## src/rtl/yuv2rgb_arb.sv

```systemverilog
// ============================================================================
// yuv2rgb_arb : two-channel round-robin front end for a shared YCbCr->RGB unit
// Rev 1.0 -- optional handshake counters cnt0/cnt1 under YUV2RGB_ARB_STATS_EN
// ============================================================================
`default_nettype none

module yuv2rgb_arb #(
  parameter int DSIZE  = 8,
  parameter int LAT    = 2,
  parameter int FDEPTH = 4
) (
  input  logic                 clock,
  input  logic                 rst_n,
  input  logic                 s0_vld,
  output logic                 s0_rdy,
  input  logic [3*DSIZE-1:0]   s0_ycbcr,
  input  logic                 s1_vld,
  output logic                 s1_rdy,
  input  logic [3*DSIZE-1:0]   s1_ycbcr,
  output logic                 conv_vld,
  output logic [3*DSIZE-1:0]   conv_ycbcr,
  input  logic                 conv_rgb_vld,
  input  logic [3*DSIZE-1:0]   conv_rgb,
  output logic                 m0_vld,
  input  logic                 m0_rdy,
  output logic [3*DSIZE-1:0]   m0_rgb,
  output logic                 m1_vld,
  input  logic                 m1_rdy,
  output logic [3*DSIZE-1:0]   m1_rgb,
  output logic                 tag_err
`ifdef YUV2RGB_ARB_STATS_EN
  ,
  output logic [31:0]          cnt0,
  output logic [31:0]          cnt1
`endif
);

  localparam int PW = 3 * DSIZE;
  localparam int AW = (FDEPTH > 1) ? $clog2(FDEPTH) : 1;
  localparam int CW = $clog2(FDEPTH + 1);
  localparam int FW = $clog2(LAT + 2);
  localparam logic [CW:0]   C_DEPTH = (CW + 1)'(FDEPTH);
  localparam logic [FW-1:0] C_FLUSH = FW'(LAT + 1);

  logic [1:0]    w_vld;
  logic [1:0]    w_elig;
  logic [1:0]    w_req;
  logic [1:0]    w_grant;
  logic [1:0]    w_push;
  logic [1:0]    w_pop;
  logic [1:0]    w_mrdy;
  logic [1:0]    w_mvld;
  logic [PW-1:0] w_head [2];

  logic          r_last;
  logic [LAT:0]  r_tvld;
  logic [LAT:0]  r_tch;
  logic [FW-1:0] r_flush;

  logic          w_tag_vld;
  logic          w_tag_ch;
  logic          w_res_vld;

  assign w_vld  = {s1_vld, s0_vld};
  assign w_mrdy = {m1_rdy, m0_rdy};
  assign w_req  = w_vld & w_elig;

  always_comb begin
    w_grant = 2'b00;
    case (w_req)
      2'b01:   w_grant = 2'b01;
      2'b10:   w_grant = 2'b10;
      2'b11:   w_grant = r_last ? 2'b01 : 2'b10;
      default: w_grant = 2'b00;
    endcase
  end

  assign s0_rdy = rst_n & w_grant[0];
  assign s1_rdy = rst_n & w_grant[1];

  always_ff @(posedge clock or negedge rst_n) begin
    if (!rst_n) begin
      conv_vld   <= 1'b0;
      conv_ycbcr <= '0;
      r_last     <= 1'b1;
      r_tvld     <= '0;
      r_tch      <= '0;
    end else begin
      conv_vld <= |w_grant;
      if (|w_grant) begin
        conv_ycbcr <= w_grant[1] ? s1_ycbcr : s0_ycbcr;
        r_last     <= w_grant[1];
      end
      r_tvld <= {r_tvld[LAT-1:0], |w_grant};
      r_tch  <= {r_tch[LAT-1:0], w_grant[1]};
    end
  end

  // Results from beats issued before a reset can still emerge from the converter
  // for up to LAT cycles after release; they are masked so they neither land nor flag.
  always_ff @(posedge clock or negedge rst_n) begin
    if (!rst_n) begin
      r_flush <= C_FLUSH;
    end else if (r_flush != '0) begin
      r_flush <= r_flush - FW'(1);
    end
  end

  assign w_tag_vld = r_tvld[LAT];
  assign w_tag_ch  = r_tch[LAT];
  assign w_res_vld = conv_rgb_vld & (r_flush == '0);
  assign w_push    = {w_res_vld & w_tag_vld & w_tag_ch, w_res_vld & w_tag_vld & ~w_tag_ch};
  assign w_pop     = w_mvld & w_mrdy;

  always_ff @(posedge clock or negedge rst_n) begin
    if (!rst_n) begin
      tag_err <= 1'b0;
    end else if (w_res_vld != w_tag_vld) begin
      tag_err <= 1'b1;
    end
  end

  genvar gc;
  generate
    for (gc = 0; gc < 2; gc++) begin : g_chan
      logic [CW-1:0] r_count;
      logic [CW-1:0] r_infl;
      logic [AW-1:0] r_wr;
      logic [AW-1:0] r_rd;
      logic [PW-1:0] r_mem [2**AW];

      // A pop in this cycle frees its slot before any new grant can land there,
      // which lets one channel stream at full rate through a LAT+2 deep loop.
      assign w_elig[gc] = ({1'b0, r_count} + {1'b0, r_infl}) <
                          (C_DEPTH + {{CW{1'b0}}, w_pop[gc]});
      assign w_mvld[gc] = (r_count != '0);
      assign w_head[gc] = r_mem[r_rd];

      always_ff @(posedge clock or negedge rst_n) begin
        if (!rst_n) begin
          r_count <= '0;
          r_infl  <= '0;
          r_wr    <= '0;
          r_rd    <= '0;
        end else begin
          if (w_push[gc]) r_wr <= r_wr + AW'(1);
          if (w_pop[gc])  r_rd <= r_rd + AW'(1);
          case ({w_push[gc], w_pop[gc]})
            2'b10:   r_count <= r_count + CW'(1);
            2'b01:   r_count <= r_count - CW'(1);
            default: r_count <= r_count;
          endcase
          case ({w_grant[gc], w_push[gc]})
            2'b10:   r_infl <= r_infl + CW'(1);
            2'b01:   r_infl <= r_infl - CW'(1);
            default: r_infl <= r_infl;
          endcase
        end
      end

      always_ff @(posedge clock) begin
        if (w_push[gc]) r_mem[r_wr] <= conv_rgb;
      end
    end
  endgenerate

  assign m0_vld = w_mvld[0];
  assign m1_vld = w_mvld[1];
  assign m0_rgb = w_mvld[0] ? w_head[0] : '0;
  assign m1_rgb = w_mvld[1] ? w_head[1] : '0;

`ifdef YUV2RGB_ARB_STATS_EN
  always_ff @(posedge clock or negedge rst_n) begin
    if (!rst_n) begin
      cnt0 <= '0;
      cnt1 <= '0;
    end else begin
      cnt0 <= cnt0 + 32'(w_pop[0]);
      cnt1 <= cnt1 + 32'(w_pop[1]);
    end
  end
`endif

endmodule

`default_nettype wire

```

## config.mk

```make
export PLATFORM = sky130hd
export DESIGN_NAME = yuv2rgb_arb
export DESIGN_NICKNAME = d
export VERILOG_FILES = /design/src/rtl/yuv2rgb_arb.sv
export SDC_FILE = /design/constraint.sdc
export NUM_CORES = 1
export LEC_CHECK = 0
export CORE_MARGIN = 4
export CORE_UTILIZATION = 55
export CTS_BUF_LIST = sky130_fd_sc_hd__clkbuf_16
export DETAILED_ROUTE_END_ITERATION = 7
export GPL_TIMING_DRIVEN = 0
export HOLD_SLACK_MARGIN = 0.15
export PLACE_DENSITY = 0.81
export SYNTH_ARGS = -nofsm -noshare
export SYNTH_HDL_FRONTEND = slang
export SYNTH_SLANG_ARGS = --single-unit
```

## constraint.sdc

```tcl
create_clock -name clock -period 7 [get_ports clock]
set_input_delay 1.4 -clock clock [delete_from_list [all_inputs] [get_ports clock]]
set_output_delay 1.4 -clock clock [all_outputs]
set_load 0.02 [all_outputs]
```

==> results of run 1 <==
==> final cells by class <==
type | count | area, µm²
inverters | 24 | 90.1
well taps | 229 | 287
flip-flops and latches | 246 | 7120
clock buffers | 24 | 601
fillers | 1087 | 5200
plain buffers | 31 | 183
clock inverters | 19 | 224
multi-input cells | 267 | 2860
repair buffers | 157 | 1580
==> per-stage QoR <==
stage               cells  hold slack (ns)
floorplan             568            0.331
global placement      953            0.335
CTS                   997            0.355
global route          997            0.356
finish                997            0.351
detailed placement    954            0.340
==> where the power goes <==
group          switching [µW]  internal (µW)
clock network             527            809
logic                    1530           1390
registers                 134           1820
total                    2200           4010
==> cell usage after synthesis, types with 5 or more instances <==
cell type	count	area [µm²]
sky130_fd_sc_hd__xor2_1	10	87.6
sky130_fd_sc_hd__buf_2	11	55.1
sky130_fd_sc_hd__nand2_1	6	22.5
sky130_fd_sc_hd__inv_1	23	86.3
sky130_fd_sc_hd__nor2_1	33	124
sky130_fd_sc_hd__ha_1	20	250
sky130_fd_sc_hd__nor3_1	24	120
sky130_fd_sc_hd__buf_6	5	56.3
sky130_fd_sc_hd__and2_1	55	344
sky130_fd_sc_hd__mux4_2	48	1080
sky130_fd_sc_hd__clkbuf_1	12	45.0
sky130_fd_sc_hd__edfxtp_1	192	5770
sky130_fd_sc_hd__xnor2_1	11	96.3
sky130_fd_sc_hd__dfrtp_1	51	1280
sky130_fd_sc_hd__o32ai_2	21	342
sky130_fd_sc_hd__fa_1	6	120
==> kinds of logic after synthesis <==
family	after synthesis
mux	52
fa+ha+maj	26
xor+xnor	21
compound gates	34
buf+inv	55
simple gates	134
flops	246
==> registers in the layout (all words and copies together), names as in the netlist <==
signal and count:
g_chan.r_mem 192, conv_ycbcr 24, g_chan.r_count 6, g_chan.r_infl 6, g_chan.r_rd 4, g_chan.r_wr 4, r_tch 3, r_tvld 3
r_flush 2, r_last 1, tag_err 1
==> path summary, 6_finish.rpt <==
path / startpoint / endpoint / slack [ns] / cells after the start
worst min-delay path: r_tch[0] / r_tch[1] / 0.35 / 0
min in group asynchronous: rst_n / conv_ycbcr[18] / 0.84 / 1
max in group asynchronous: rst_n / r_last / 5.54 / 2
worst max-delay path: m0_rdy / s0_rdy / 2.00 / 7
worst min register to register: r_tch[0] / r_tch[1] / 0.35 / 0
worst max register to register: g_chan[0].r_count[0] / g_chan[0].r_infl[2] / 3.67 / 13
==> per-layer routing <==
layer | GRT usage [%] | wire (µm) | up-vias
met5 | 0 | 0 | -
met4 | 3.73 | 291 | 0
met3 | 4.03 | 1570 | 25
met2 | 38.4 | 11700 | 257
met1 | 29.8 | 8830 | 2959
li1 | - | - | 2523
==> flow_results.xml, run 1 <==
<?xml version="1.0" encoding="UTF-8"?>
<metrics>
  <group name="floorplanning">
    <metric name="floorplan.rows" unit="">49</metric>
    <metric name="floorplan.die.height" unit="µm">145</metric>
    <metric name="io-pin-count" unit="">157</metric>
    <metric name="core_area" unit="µm²">18100</metric>
    <metric name="fp.dieArea" unit="µm²">20900</metric>
    <metric name="floorplan.die.width" unit="µm">145</metric>
    <metric name="initial_utilization" unit="%">56.5</metric>
  </group>
  <group name="logic_synthesis">
    <metric name="synth_xor_xnor_area_share" unit="%">1.79</metric>
    <metric name="synth_enable_flop_cells" unit="">192</metric>
    <metric name="synth.lib_cells_used.distinct" unit="">34</metric>
    <metric name="mappedNetlistNets" unit="">673</metric>
    <metric name="yosys_register_bits" unit="">246</metric>
    <metric name="post_synth_mux_area_share" unit="%">10.9</metric>
    <metric name="synth_top_family_by_area" unit="">multiplexers</metric>
    <metric name="synth_seq_area_share" unit="%">69.5</metric>
    <metric name="synth_warnings" unit="">0</metric>
    <metric name="fraction_of_registers_with_async_set_or_reset_after_synthesis" unit="%">22.0</metric>
    <metric name="synthesis.instances" unit="">568</metric>
    <metric name="synth_simple_gate_area_share" unit="%">7.11</metric>
    <metric name="post_synth_fa_ha_maj_area_fraction" unit="%">3.61</metric>
    <metric name="netlist_area_before_placement" unit="µm²">10300</metric>
    <metric name="compound_cell_area_share_of_the_yosys_netlist" unit="%">4.43</metric>
    <metric name="post_synth.cell_area_avg" unit="µm²">18.0</metric>
    <metric name="synth_ff_type" unit="">sky130_fd_sc_hd__edfxtp_1</metric>
  </group>
  <group name="clock_network">
    <metric name="tritoncts" unit="">done</metric>
    <metric name="clk_path_buf_depth" unit="">3</metric>
    <metric name="clk-insertion-delay-late" unit="ns">0.52</metric>
    <metric name="clk_tree_root_cell" unit="">sky130_fd_sc_hd__clkbuf_16</metric>
    <metric name="cts.reportedPaths.clkPinSlew" unit="ns">0.06</metric>
    <metric name="numCtsBuffers" unit="">24</metric>
    <metric name="cts_max_level" unit="">1</metric>
    <metric name="cts_sinks" unit="">246</metric>
    <metric name="postcts_resize_cnt" unit="">0</metric>
    <metric name="hold_buffers" unit="">0</metric>
    <metric name="postCtsSetupRepairBufs" unit="">0</metric>
  </group>
  <group name="setup_path">
    <metric name="timing.critical_path.arrival" unit="ns">3.60</metric>
    <metric name="worstPathBufferInverterCount" unit="">3</metric>
    <metric name="timing_worst_setup_path_type" unit="">input pin to output port</metric>
    <metric name="critical_path.most_common_cell" unit="">sky130_fd_sc_hd__clkdlybuf4s50_1</metric>
    <metric name="critical_path_required" unit="ns">5.60</metric>
    <metric name="timing.critical_path.cells" unit="">clkdlybuf4s50_1 -&gt; a31oi_4 -&gt; or3_1 -&gt; buf_6 -&gt; or2_1 -&gt; nor2_1 -&gt; clkdlybuf4s50_1</metric>
    <metric name="crit_slowest_cell" unit="">sky130_fd_sc_hd__clkdlybuf4s50_1</metric>
    <metric name="timing.critical_path.max_delay_family" unit="">buffers and inverters</metric>
    <metric name="max_stage_delay" unit="ns">0.63</metric>
    <metric name="critPathMaxFanout" unit="">7</metric>
    <metric name="critical_path.endpoint_type" unit="">output port</metric>
    <metric name="worst_setup_path_start_kind" unit="">input pin</metric>
  </group>
  <group name="global_route">
    <metric name="largest_net_degree_at_the_start_of_global_routing" unit="">37</metric>
    <metric name="global_route.usage.total" unit="%">22.0</metric>
    <metric name="vias_in_the_first_global_route" unit="">6222</metric>
    <metric name="grt_overflow" unit="">0</metric>
    <metric name="antenna_found_initial" unit="">0</metric>
    <metric name="grt_pass1_wl" unit="µm">35100</metric>
  </group>
  <group name="finish">
    <metric name="layout.nets" unit="">856</metric>
    <metric name="post-route-util" unit="%">71.3</metric>
    <metric name="layout.cells.most_common_list" unit="">sky130_fd_sc_hd__edfxtp_1, sky130_fd_sc_hd__clkdlybuf4s50_1, sky130_fd_sc_hd__and2_1</metric>
    <metric name="areaGrowthSynthToFinish" unit="%">26.3</metric>
    <metric name="post_route_cells_drive_above_1_share" unit="%">18.1</metric>
    <metric name="layout.cells.most_common" unit="">sky130_fd_sc_hd__edfxtp_1</metric>
    <metric name="insertedDiodeCount" unit="">0</metric>
    <metric name="final_area" unit="µm²">12900</metric>
  </group>
  <group name="sta">
    <metric name="fin_worst_skew" unit="ns">0.0232</metric>
    <metric name="rsz0062_at_grt" unit="">no</metric>
    <metric name="fmax" unit="MHz">200</metric>
    <metric name="finalCritPeriodShare" unit="%">71.5</metric>
    <metric name="report.final.setup_viol" unit="">0</metric>
    <metric name="final_report_hold_violation_count" unit="">0</metric>
    <metric name="drv_slew" unit="">0</metric>
    <metric name="shortest_clock_period_the_worst_path_allows_after_layout" unit="ns">5.00</metric>
    <metric name="max_slew_margin" unit="%">10.3</metric>
    <metric name="tns" unit="ns">0</metric>
    <metric name="worst-slew-pin-transition" unit="ns">1.35</metric>
    <metric name="fin_ws" unit="ns">2.00</metric>
  </group>
  <group name="route">
    <metric name="ant_nets" unit="">0</metric>
    <metric name="first_iter_violations" unit="">521</metric>
    <metric name="detail_route.drc_violations" unit="">0</metric>
    <metric name="vias" unit="">5764</metric>
    <metric name="routed_wirelength" unit="µm">22400</metric>
    <metric name="detail_route.vias_per_cell" unit="">5.78</metric>
    <metric name="routed_wire_length_per_instance" unit="µm">22.5</metric>
    <metric name="drt_pre_antenna_iters" unit="">4</metric>
  </group>
  <group name="placement">
    <metric name="detailedPlace.worstSlack" unit="ns">2.01</metric>
    <metric name="routabilityCongestion" unit="">0.794</metric>
    <metric name="half_perimeter_wire_length_after_detailed_placement" unit="µm">14500</metric>
    <metric name="portBuffers" unit="">156</metric>
    <metric name="detailed_place.area" unit="µm²">12100</metric>
  </group>
  <group name="pwr">
    <metric name="vdd.ir_drop.worst" unit="mV">0.422</metric>
    <metric name="fin_total_pwr" unit="µW">6210</metric>
    <metric name="power_per_cell_area" unit="nW/µm²">480</metric>
    <metric name="p_leak" unit="µW">0.00455</metric>
  </group>
  <group name="outcome">
    <metric name="status" unit="">finished, final reports clean</metric>
  </group>
  <group name="min_path">
    <metric name="hp-class" unit="">flip-flop to flip-flop</metric>
  </group>
  <group name="job">
    <metric name="maxCapViolCount" unit="">0</metric>
  </group>
</metrics>
(Power assumes the default switching activity.)
==> run 2: changes to the inputs <==
CORE_UTILIZATION = 49   (was 55)
PLACE_DENSITY = 0.76   (was 0.81)
clock period = 4.1 ns   (was 7 ns; I/O delays follow)
==> flow_results.xml, run 2 (synthesis gave the netlist of run 1 again) <==
<?xml version="1.0" encoding="UTF-8"?>
<metrics>
  <group name="placement">
    <metric name="dpl.cell_count" unit="">995</metric>
    <metric name="half_perimeter_wire_length_after_detailed_placement" unit="µm">14700</metric>
    <metric name="portBuffers" unit="">156</metric>
    <metric name="routabilityCongestion" unit="">0.788</metric>
  </group>
  <group name="finish">
    <metric name="most_flops_register" unit="">g_chan.r_mem</metric>
    <metric name="layout.cells.most_common_list" unit="">sky130_fd_sc_hd__edfxtp_1, sky130_fd_sc_hd__clkdlybuf4s50_1, sky130_fd_sc_hd__and2_1</metric>
    <metric name="fill_cells" unit="">1457</metric>
    <metric name="insertedDiodeCount" unit="">0</metric>
    <metric name="layout.nets" unit="">857</metric>
    <metric name="ff_latch_area" unit="µm²">7120</metric>
    <metric name="finalNonFillerCells" unit="">1040</metric>
    <metric name="areaGrowthSynthToFinish" unit="%">26.3</metric>
    <metric name="largest_reg_flops" unit="">192</metric>
    <metric name="layout.cells.most_common" unit="">sky130_fd_sc_hd__edfxtp_1</metric>
    <metric name="multiInputGateArea" unit="µm²">2870</metric>
    <metric name="largestRegisters" unit="">g_chan.r_mem: 192 flops, conv_ycbcr: 24 flops</metric>
    <metric name="post-route-util" unit="%">63.4</metric>
    <metric name="post_route_cells_drive_above_1_share" unit="%">17.7</metric>
  </group>
  <group name="outcome">
    <metric name="status" unit="">finished, final reports clean</metric>
  </group>
  <group name="floorplanning">
    <metric name="floorplan.die.height" unit="µm">153</metric>
    <metric name="floorplan.rows" unit="">52</metric>
    <metric name="floorplan.die.width" unit="µm">153</metric>
    <metric name="core_area" unit="µm²">20400</metric>
    <metric name="io-pin-count" unit="">157</metric>
    <metric name="initial_utilization" unit="%">50.2</metric>
    <metric name="fp.dieArea" unit="µm²">23300</metric>
  </group>
  <group name="sta">
    <metric name="final_report_hold_violation_count" unit="">0</metric>
    <metric name="worst-slew-pin-transition" unit="ns">1.38</metric>
    <metric name="rsz0062_at_grt" unit="">no</metric>
    <metric name="max_slew_margin" unit="%">8.21</metric>
    <metric name="report.final.setup_viol" unit="">0</metric>
    <metric name="tns" unit="ns">0</metric>
    <metric name="shortest_clock_period_the_worst_path_allows_after_layout" unit="ns">3.89</metric>
    <metric name="finalHoldWorstSlack" unit="ns">0.348</metric>
    <metric name="drv_slew" unit="">0</metric>
    <metric name="fmax" unit="MHz">257</metric>
    <metric name="finalCritPeriodShare" unit="%">94.8</metric>
    <metric name="fin_worst_skew" unit="ns">0.0106</metric>
  </group>
  <group name="min_path">
    <metric name="holdPathStages" unit="">0</metric>
    <metric name="worstHoldStart" unit="">r_tvld[1]</metric>
    <metric name="hold_path_end" unit="">r_tvld[2]</metric>
    <metric name="hp-class" unit="">flip-flop to flip-flop</metric>
  </group>
  <group name="setup_path">
    <metric name="timing.reg2reg.setup_slack" unit="ns">0.81</metric>
    <metric name="critPathMaxFanout" unit="">7</metric>
    <metric name="worstReg2RegEnd" unit="">g_chan[1].r_infl[2]</metric>
    <metric name="crit_slowest_cell" unit="">sky130_fd_sc_hd__fa_1</metric>
    <metric name="critical_path_required" unit="ns">3.28</metric>
    <metric name="worst-r2r-cell-count" unit="">13</metric>
    <metric name="timing.critical_path.arrival" unit="ns">3.07</metric>
    <metric name="critical_path.most_common_cell" unit="">sky130_fd_sc_hd__nor2_1</metric>
    <metric name="max_stage_delay" unit="ns">0.44</metric>
    <metric name="worst_setup_path_start_kind" unit="">flip-flop</metric>
    <metric name="timing_worst_setup_path_type" unit="">flip-flop to output port</metric>
    <metric name="timing.critical_path.cells" unit="">ha_1 -&gt; fa_1 -&gt; nor2_1 -&gt; a31oi_4 -&gt; or3_1 -&gt; buf_6 -&gt; or2_1 -&gt; nor2_1 -&gt; clkbuf_2</metric>
    <metric name="rr_startpoint" unit="">g_chan[0].r_count[0]</metric>
    <metric name="critical_path.endpoint_type" unit="">output port</metric>
  </group>
  <group name="pwr">
    <metric name="switching_power_share_of_the_total" unit="%">35.7</metric>
    <metric name="vdd.ir_drop.worst" unit="mV">0.585</metric>
    <metric name="power_per_cell_area" unit="nW/µm²">797</metric>
    <metric name="p_leak" unit="µW">0.00454</metric>
    <metric name="share_clk_of_total_power" unit="%">19.8</metric>
    <metric name="fin_total_pwr" unit="µW">10300</metric>
    <metric name="p_int" unit="µW">6630</metric>
    <metric name="share_seq_of_total_power" unit="%">32.2</metric>
    <metric name="share_comb_of_total_power" unit="%">48.0</metric>
    <metric name="p_switching" unit="µW">3680</metric>
  </group>
  <group name="route">
    <metric name="detail_route.vias_per_cell" unit="">5.44</metric>
    <metric name="first_iter_violations" unit="">376</metric>
    <metric name="routed_wirelength" unit="µm">22000</metric>
    <metric name="ant_nets" unit="">0</metric>
    <metric name="detail_route.drc_violations" unit="">0</metric>
    <metric name="drt_pre_antenna_iters" unit="">4</metric>
    <metric name="vias" unit="">5662</metric>
    <metric name="routed_wire_length_per_instance" unit="µm">21.2</metric>
  </group>
  <group name="clock_network">
    <metric name="numCtsBuffers" unit="">24</metric>
    <metric name="hold_buffers" unit="">0</metric>
    <metric name="cts.reportedPaths.clkPinSlew" unit="ns">0.06</metric>
    <metric name="clk-insertion-delay-late" unit="ns">0.51</metric>
    <metric name="tritoncts" unit="">done</metric>
    <metric name="clk_tree_root_cell" unit="">sky130_fd_sc_hd__clkbuf_16</metric>
    <metric name="clk_path_buf_depth" unit="">3</metric>
    <metric name="cts_sinks" unit="">246</metric>
    <metric name="cts_max_level" unit="">1</metric>
  </group>
  <group name="global_route">
    <metric name="grt_overflow" unit="">0</metric>
    <metric name="grt_pass1_wl" unit="µm">34800</metric>
    <metric name="vias_in_the_first_global_route" unit="">6244</metric>
    <metric name="global_route.usage.total" unit="%">18.8</metric>
    <metric name="antenna_found_initial" unit="">0</metric>
    <metric name="largest_net_degree_at_the_start_of_global_routing" unit="">33</metric>
  </group>
  <group name="job">
    <metric name="maxCapViolCount" unit="">0</metric>
  </group>
</metrics>
-- run 2: cell count changes in the layout (fill, tap and decap cells not counted), sizes merged --
cell	previous run	this run
inv	26	32
buf	21	22
clkbuf	36	38
clkinv	12	10
bufinv	5	1
clkdlybuf4s50	155	153
dlygate4sd2	0	1
-- run 2: layout make-up --
class	instances	share of cell area, %
multi-input cells	267	22.1
clock buffers	25	4.83
well taps	270	2.61
plain buffers	31	1.41
repair buffers	158	12.4
clock inverters	19	0.908
flip-flops and latches	246	55.0
inverters	24	0.696
-- run 2: metrics by stage --
step	worst slack (ns)	instance area [µm²]
global placement	-0.836	12200
global route	0.0684	12900
floorplan	0.883	10300
CTS	0.0125	12900
finish	0.213	12900
detailed placement	0.228	12200
-- run 2: worst max-delay path: cells and delay by family (launching register included) --
kind | cells | cell delay, ns
AND/OR/NAND/NOR | 4 | 0.96
flip-flops | 1 | 0.42
adder cells (fa/ha/maj) | 2 | 0.69
buffers and inverters | 2 | 0.34
AO/OA/AOI/OAI | 1 | 0.14
-- run 2: worst max-delay path by stage --
| stage | start | to | slack [ns] | cells past startpoint |
|---|---|---|---|---|
| floorplan | g_chan[0].r_count[0] | s0_rdy | 0.88 | 8 |
| global placement | rst_n | s0_rdy | -0.84 | 4 |
| detailed placement | m0_rdy | s0_rdy | 0.23 | 7 |
| CTS | g_chan[0].r_count[0] | s0_rdy | 0.01 | 9 |
| global route | g_chan[0].r_count[0] | s0_rdy | 0.07 | 9 |
| finish | g_chan[0].r_count[0] | s0_rdy | 0.21 | 9 |
-- run 2: metal layers --
layer / part of all wire, % / track usage, %
met2: 53 / 34.2
met1: 40 / 23.5
met4: 1.3 / 3.10
met3: 6.1 / 4.09
met5: 0 / 0
-- run 2: power groups by stage --
stage / Combinational [µW] / Sequential, µW / Clock (µW)
after CTS: 5000 / 3330 / 2090
after detailed placement: 4990 / 3370 / 0
after floorplan: 3120 / 3460 / 0
after global routing: 5330 / 3360 / 2200
final: 4950 / 3320 / 2040
after global placement: 4820 / 3340 / 0
-- run 2: timing repair --
item | CTS | global route
buffers inserted | 0 | 0
resized for setup | 2 | 2
gates cloned | 0 | 0
setup endpoints to repair | 2 | 1
==> run 3: changes to the inputs <==
CORE_UTILIZATION = 54   (was 49)
PLACE_DENSITY = 0.79   (was 0.76)
clock period = 4.11 ns   (was 4.1 ns; I/O delays follow)
==> flow_results.xml, run 3 (synthesis gave the netlist of run 1 again) <==
<?xml version="1.0" encoding="UTF-8"?>
<metrics>
  <group name="clock_network">
    <metric name="tritoncts" unit="">done</metric>
    <metric name="clk_tree_root_cell" unit="">sky130_fd_sc_hd__clkbuf_16</metric>
    <metric name="cts.reportedPaths.clkPinSlew" unit="ns">0.06</metric>
    <metric name="numCtsBuffers" unit="">24</metric>
    <metric name="clk-insertion-delay-late" unit="ns">0.52</metric>
    <metric name="cts_sinks" unit="">246</metric>
    <metric name="cts_max_level" unit="">1</metric>
    <metric name="hold_buffers" unit="">0</metric>
    <metric name="clk_path_buf_depth" unit="">3</metric>
  </group>
  <group name="route">
    <metric name="detail_route.vias_per_cell" unit="">5.65</metric>
    <metric name="vias" unit="">5687</metric>
    <metric name="ant_nets" unit="">0</metric>
    <metric name="routed_wirelength" unit="µm">21700</metric>
    <metric name="routed_wire_length_per_instance" unit="µm">21.5</metric>
    <metric name="detail_route.drc_violations" unit="">0</metric>
    <metric name="drt_pre_antenna_iters" unit="">5</metric>
    <metric name="first_iter_violations" unit="">355</metric>
  </group>
  <group name="job">
    <metric name="maxCapViolCount" unit="">0</metric>
  </group>
  <group name="sta">
    <metric name="fmax" unit="MHz">257</metric>
    <metric name="drv_slew" unit="">0</metric>
    <metric name="finalCritPeriodShare" unit="%">94.5</metric>
    <metric name="rsz0062_at_grt" unit="">no</metric>
    <metric name="final_report_hold_violation_count" unit="">0</metric>
    <metric name="finalHoldWorstSlack" unit="ns">0.286</metric>
    <metric name="worst-slew-pin-transition" unit="ns">1.37</metric>
    <metric name="report.final.setup_viol" unit="">0</metric>
    <metric name="shortest_clock_period_the_worst_path_allows_after_layout" unit="ns">3.89</metric>
    <metric name="max_slew_margin" unit="%">8.49</metric>
    <metric name="fin_worst_skew" unit="ns">0.00898</metric>
  </group>
  <group name="finish">
    <metric name="finalNonFillerCells" unit="">1006</metric>
    <metric name="final_area" unit="µm²">13000</metric>
    <metric name="areaGrowthSynthToFinish" unit="%">26.5</metric>
    <metric name="insertedDiodeCount" unit="">0</metric>
    <metric name="most_flops_register" unit="">g_chan.r_mem</metric>
    <metric name="layout.cells.most_common" unit="">sky130_fd_sc_hd__edfxtp_1</metric>
    <metric name="largest_reg_flops" unit="">192</metric>
    <metric name="layout.cells.most_common_list" unit="">sky130_fd_sc_hd__edfxtp_1, sky130_fd_sc_hd__clkdlybuf4s50_1, sky130_fd_sc_hd__and2_1</metric>
    <metric name="layout.nets" unit="">859</metric>
    <metric name="post_route_cells_drive_above_1_share" unit="%">17.9</metric>
    <metric name="largestRegisters" unit="">g_chan.r_mem: 192 flops, conv_ycbcr: 24 flops</metric>
  </group>
  <group name="global_route">
    <metric name="largest_net_degree_at_the_start_of_global_routing" unit="">36</metric>
    <metric name="antenna_found_initial" unit="">0</metric>
    <metric name="vias_in_the_first_global_route" unit="">6162</metric>
    <metric name="global_route.usage.total" unit="%">20.4</metric>
    <metric name="grt_pass1_wl" unit="µm">34300</metric>
    <metric name="grt_overflow" unit="">0</metric>
  </group>
  <group name="setup_path">
    <metric name="worstReg2RegEnd" unit="">g_chan[0].r_infl[2]</metric>
    <metric name="timing.critical_path.arrival" unit="ns">3.06</metric>
    <metric name="critPathMaxFanout" unit="">7</metric>
    <metric name="critical_path.endpoint_type" unit="">output port</metric>
    <metric name="timing_worst_setup_path_type" unit="">flip-flop to output port</metric>
    <metric name="worst-r2r-cell-count" unit="">13</metric>
    <metric name="rr_startpoint" unit="">g_chan[0].r_count[0]</metric>
    <metric name="critical_path_required" unit="ns">3.29</metric>
    <metric name="worst_setup_path_start_kind" unit="">flip-flop</metric>
    <metric name="timing.reg2reg.setup_slack" unit="ns">0.90</metric>
  </group>
  <group name="floorplanning">
    <metric name="floorplan.die.height" unit="µm">146</metric>
    <metric name="floorplan.rows" unit="">50</metric>
    <metric name="io-pin-count" unit="">157</metric>
    <metric name="fp.dieArea" unit="µm²">21300</metric>
    <metric name="initial_utilization" unit="%">54.8</metric>
    <metric name="floorplan.die.width" unit="µm">146</metric>
    <metric name="core_area" unit="µm²">18700</metric>
  </group>
  <group name="placement">
    <metric name="dpl.cell_count" unit="">959</metric>
    <metric name="detailed_place.area" unit="µm²">12100</metric>
    <metric name="routabilityCongestion" unit="">0.763</metric>
    <metric name="half_perimeter_wire_length_after_detailed_placement" unit="µm">14200</metric>
    <metric name="portBuffers" unit="">156</metric>
  </group>
  <group name="pwr">
    <metric name="p_leak" unit="µW">0.00457</metric>
    <metric name="power_per_cell_area" unit="nW/µm²">805</metric>
    <metric name="vdd.ir_drop.worst" unit="mV">0.936</metric>
  </group>
  <group name="outcome">
    <metric name="status" unit="">finished, final reports clean</metric>
  </group>
  <group name="min_path">
    <metric name="hp-class" unit="">input pin to asynchronous set/reset pin</metric>
  </group>
</metrics>
## run 3: cell types whose count changed in the layout (fill, tap and decap cells not counted), sizes merged
| cell | previous run | this run |
|---|---|---|
| clkinvlp | 0 | 1 |
| clkbuf | 38 | 36 |
| bufinv | 1 | 3 |
| clkinv | 10 | 8 |
| buf | 22 | 25 |
## run 3: critical path, cell delays in order, from the launching register on
cell,delay (ns)
sky130_fd_sc_hd__dfrtp_1,0.43
sky130_fd_sc_hd__ha_1,0.25
sky130_fd_sc_hd__fa_1,0.46
sky130_fd_sc_hd__nor2_2,0.18
sky130_fd_sc_hd__a31oi_4,0.13
sky130_fd_sc_hd__or3_1,0.41
sky130_fd_sc_hd__buf_6,0.15
sky130_fd_sc_hd__or2_1,0.26
sky130_fd_sc_hd__nor2_1,0.10
sky130_fd_sc_hd__buf_2,0.18
## run 3: per-stage QoR
stage               setup TNS (ns)  util [%]  setup WS, ns  power (µW)
floorplan                        0         -         0.891        6570
finish                           0      69.3         0.225       10400
CTS                              0      69.0        0.0429       10500
global placement             -1.50      64.7        -0.751        8120
detailed placement               0      64.8         0.267        8310
global route                     0      69.3         0.106       11000
## run 3: how the worst max path moves through the flow
stage,from,to,slack (ns)
after floorplan,g_chan[0].r_count[0],s0_rdy,0.89
after global placement,rst_n,s0_rdy,-0.75
after detailed placement,m0_rdy,s0_rdy,0.27
after CTS,g_chan[0].r_count[0],s0_rdy,0.04
after global routing,g_chan[0].r_count[0],s0_rdy,0.11
final,g_chan[0].r_count[0],s0_rdy,0.22
## run 3: timing repair
action | CTS | global route
setup endpoints to repair | 2 | 1
buffers inserted | 1 | 0
resized for setup | 4 | 3
pin swaps | 1 | 0
## run 3: routing by layer
metal | share of wire, % | track usage, % | routed length, µm
met4 | 2.3 | 5.08 | 494
met5 | 0 | 0 | 0
met3 | 7.5 | 5.17 | 1630
met1 | 39 | 26.5 | 8490
met2 | 51 | 35.0 | 11100
## run 3: area by class of cell
class | count | area, µm²
buffer | 31 | 183
clock buffer | 24 | 601
clock inverter | 20 | 179
fill | 1165 | 5730
inverter | 24 | 90.1
multi-input combinational | 267 | 2870
sequential | 246 | 7120
tap | 234 | 293
timing repair buffer | 160 | 1630
## run 3: power breakdown
group | switching (µW) | internal [µW]
Combinational | 2580 | 2390
Clock | 897 | 1250
Sequential | 226 | 3100
==> RTL edit, RTL diff (flow settings as in run 3) <==
Build with the macro `YUV2RGB_ARB_STATS_EN` defined.
--- a/src/rtl/yuv2rgb_arb.sv
+++ b/src/rtl/yuv2rgb_arb.sv
@@ -3,6 +3,8 @@
 // Rev 1.0 -- optional handshake counters cnt0/cnt1 under YUV2RGB_ARB_STATS_EN
 // ============================================================================
 `default_nettype none
+
+`define YUV2RGB_ARB_STATS_EN
 
 module yuv2rgb_arb #(
   parameter int DSIZE  = 8,
Behaviour (old outputs only; new: cnt0 and cnt1): unchanged (Yosys induction, for registers that start in step).
==> RTL edit against run 3 <==
- non-clock buffer count rose by 59
- design area up 27%
- setup slack lost 0.047 ns
- global-route usage rose by 0.59 points
- worst hold slack better by 0.064 ns
- largest power group unchanged
- clock skew rose by 0.013 ns
- wire length up 27%
- die area is 24% higher
- total power up 13%
- count of clock-buffer cells in the layout grew 6
- via count increased by 33%
- synthesized area is 25% higher
- register-to-register slack worse by 0.19 ns
- sequential cell count rose by 64
==> RTL edit: results (changes against run 3) <==
- Total clock buffers created by CTS: 30 (+25%)
- GP Congestion: 0.7884 (+3.3%)
- WL/cell: 19.97 um (-7.3%)
- Critical Path Fanout Max: 4 (-3)
- Mux contribution to synthesized area: 0.08674 (-0.02261)
- Met3 routed WL: 1844 um (+13%)
- Met2 WL: 13870 um (+26%)
- Comb pwr: 4.81 mW (-3%)
- Via count: 7537 (+33%)
- Final hold slack: 0.3508 ns (+0.06445 ns)
- Final HPWL DP: 17960 um (+27%)
- Syn Area/Cell: 16.47 um2 (-8.8%)
- Slowest Stage Delay on Critical Path: 0.43 ns (-0.03 ns)
- Reg-to-reg startpoint: g_chan[1].r_count[0]
- Worst vdd rail ir drop: 0.0005010 V (-46%)
- Setup WS pre-CTS: 0.008419 ns (-0.2587 ns)
- Largest net degree at the start of global routing: 95 (+160%)
- Unique masters post-synth: 41 (+21%)
- Seq group: 4.13 mW (+24%)
- Post-synthesis xor/xnor area fraction: 0.05538 (+0.03744)
- Sequential element share of the synthesized area: 0.6809 (-0.01364)
- Worst R2R Path Depth: 15 (+2)
- Met2 Usage GRT: 0.3556 (+0.005745)
- Gr usage total: 0.2102 (+0.005878)
- Compound-gate portion of the synthesized area: 0.02872 (-0.01558)
- Sw power: 3.927 mW (+6.1%)
- Async set-reset flop share out of synthesis: 0.3806 (+0.1611)
- Fillers: 1604 (+38%)
- Layout cells sized above 1: 0.1239 (-0.05482)
- Syn Nets: 887 (+32%)
- Top post-synthesis cells by area: edfxtp_1, dfrtp_1, mux4_2
- Placed cell area: 0.01544 mm2 (+27%)
- Worst-skew pair later-pin latency: 0.55 ns (+0.03 ns)
- Leak: 6.080 nW (+33%)
- Worst min path class: flip-flop to flip-flop
- DR iter-0 viols: 438 (+23%)
- GRT met3 Usage: 0.04085 (-0.01084)
- Status: finished clean
- Critical Path AT: 3.11 ns (+0.05 ns)
- Biggest regs: g_chan.r_mem (192), cnt0 (32), cnt1 (32)
- Area share of fa/ha/maj cells after synthesis: 0.03282 (-0.003305)
- Inst Count DP: 1318 (+37%)
- Skew final: 0.02195 ns (+0.01297 ns)
- DR vias/cell: 5.477 (-3.1%)
- Vias in the first global route: 7841 (+27%)
- Met1 wire length: 11390 um (+34%)
- Final net count: 1142 (+33%)
- R2R Setup Slk: 0.71 ns (-0.19 ns)
## RTL edit: cell types whose count changed after synthesis, moves of 6 or more
cell and change:
o32ai_2 -21, dfrtp_1 +64, xor2_1 +17, nand2_1 +28
nor2_1 -13, nor3_1 -21, o221a_1 +24, nand3b_1 +24
nand3_1 +26, xnor2_1 +43, nor4_1 +6, nand4_1 +19
inv_1 +6
## RTL edit: worst max-delay path: cells and delay by family, from the launching register on
kind,cells,cell delay [ns]
buffers and inverters,4,0.72
DFF,1,0.42
and+or+nand+nor,4,0.67
AOI/OAI and AO/OA,1,0.12
adders and majority gates,2,0.67
## RTL edit: final cells by class
class / instances / area (um2) / share of cell area
Sequential cell: 310 / 8722 / 0.5278
Timing Repair Buffer: 225 / 2257 / 0.1366
Multi-Input combinational cell: 412 / 3854 / 0.2332
Inverter: 29 / 108.9 / 0.006587
Tap cell: 319 / 399.1 / 0.02415
Clock inverter: 26 / 301.5 / 0.01825
Clock buffer: 30 / 750.7 / 0.04543
Buffer: 25 / 131.4 / 0.007950
## RTL edit: repair_timing
item | CTS | global route
pin swaps | 1 | 0
gates resized for setup | 4 | 2
hold buffers | 1 | 0
setup endpoints to repair | 2 | 23
hold endpoints to repair | 25 | 0
setup buffers | 3 | 0
## RTL edit: how the worst max path moves through the flow
| stage | from | to | slack, ns |
|---|---|---|---|
| 2_1_floorplan | g_chan[1].r_count[0] | g_chan[0].r_infl[2] | 0.89 |
| 3_3_place_gp | rst_n | s0_rdy | -3.35 |
| 3_5_place_dp | m0_rdy | s0_rdy | 0.008 |
| 4_1_cts | g_chan[1].r_count[0] | s0_rdy | 0.02 |
| 5_1_grt | g_chan[1].r_count[0] | s1_rdy | 0.01 |
| 6_report | g_chan[1].r_count[0] | s1_rdy | 0.18 |
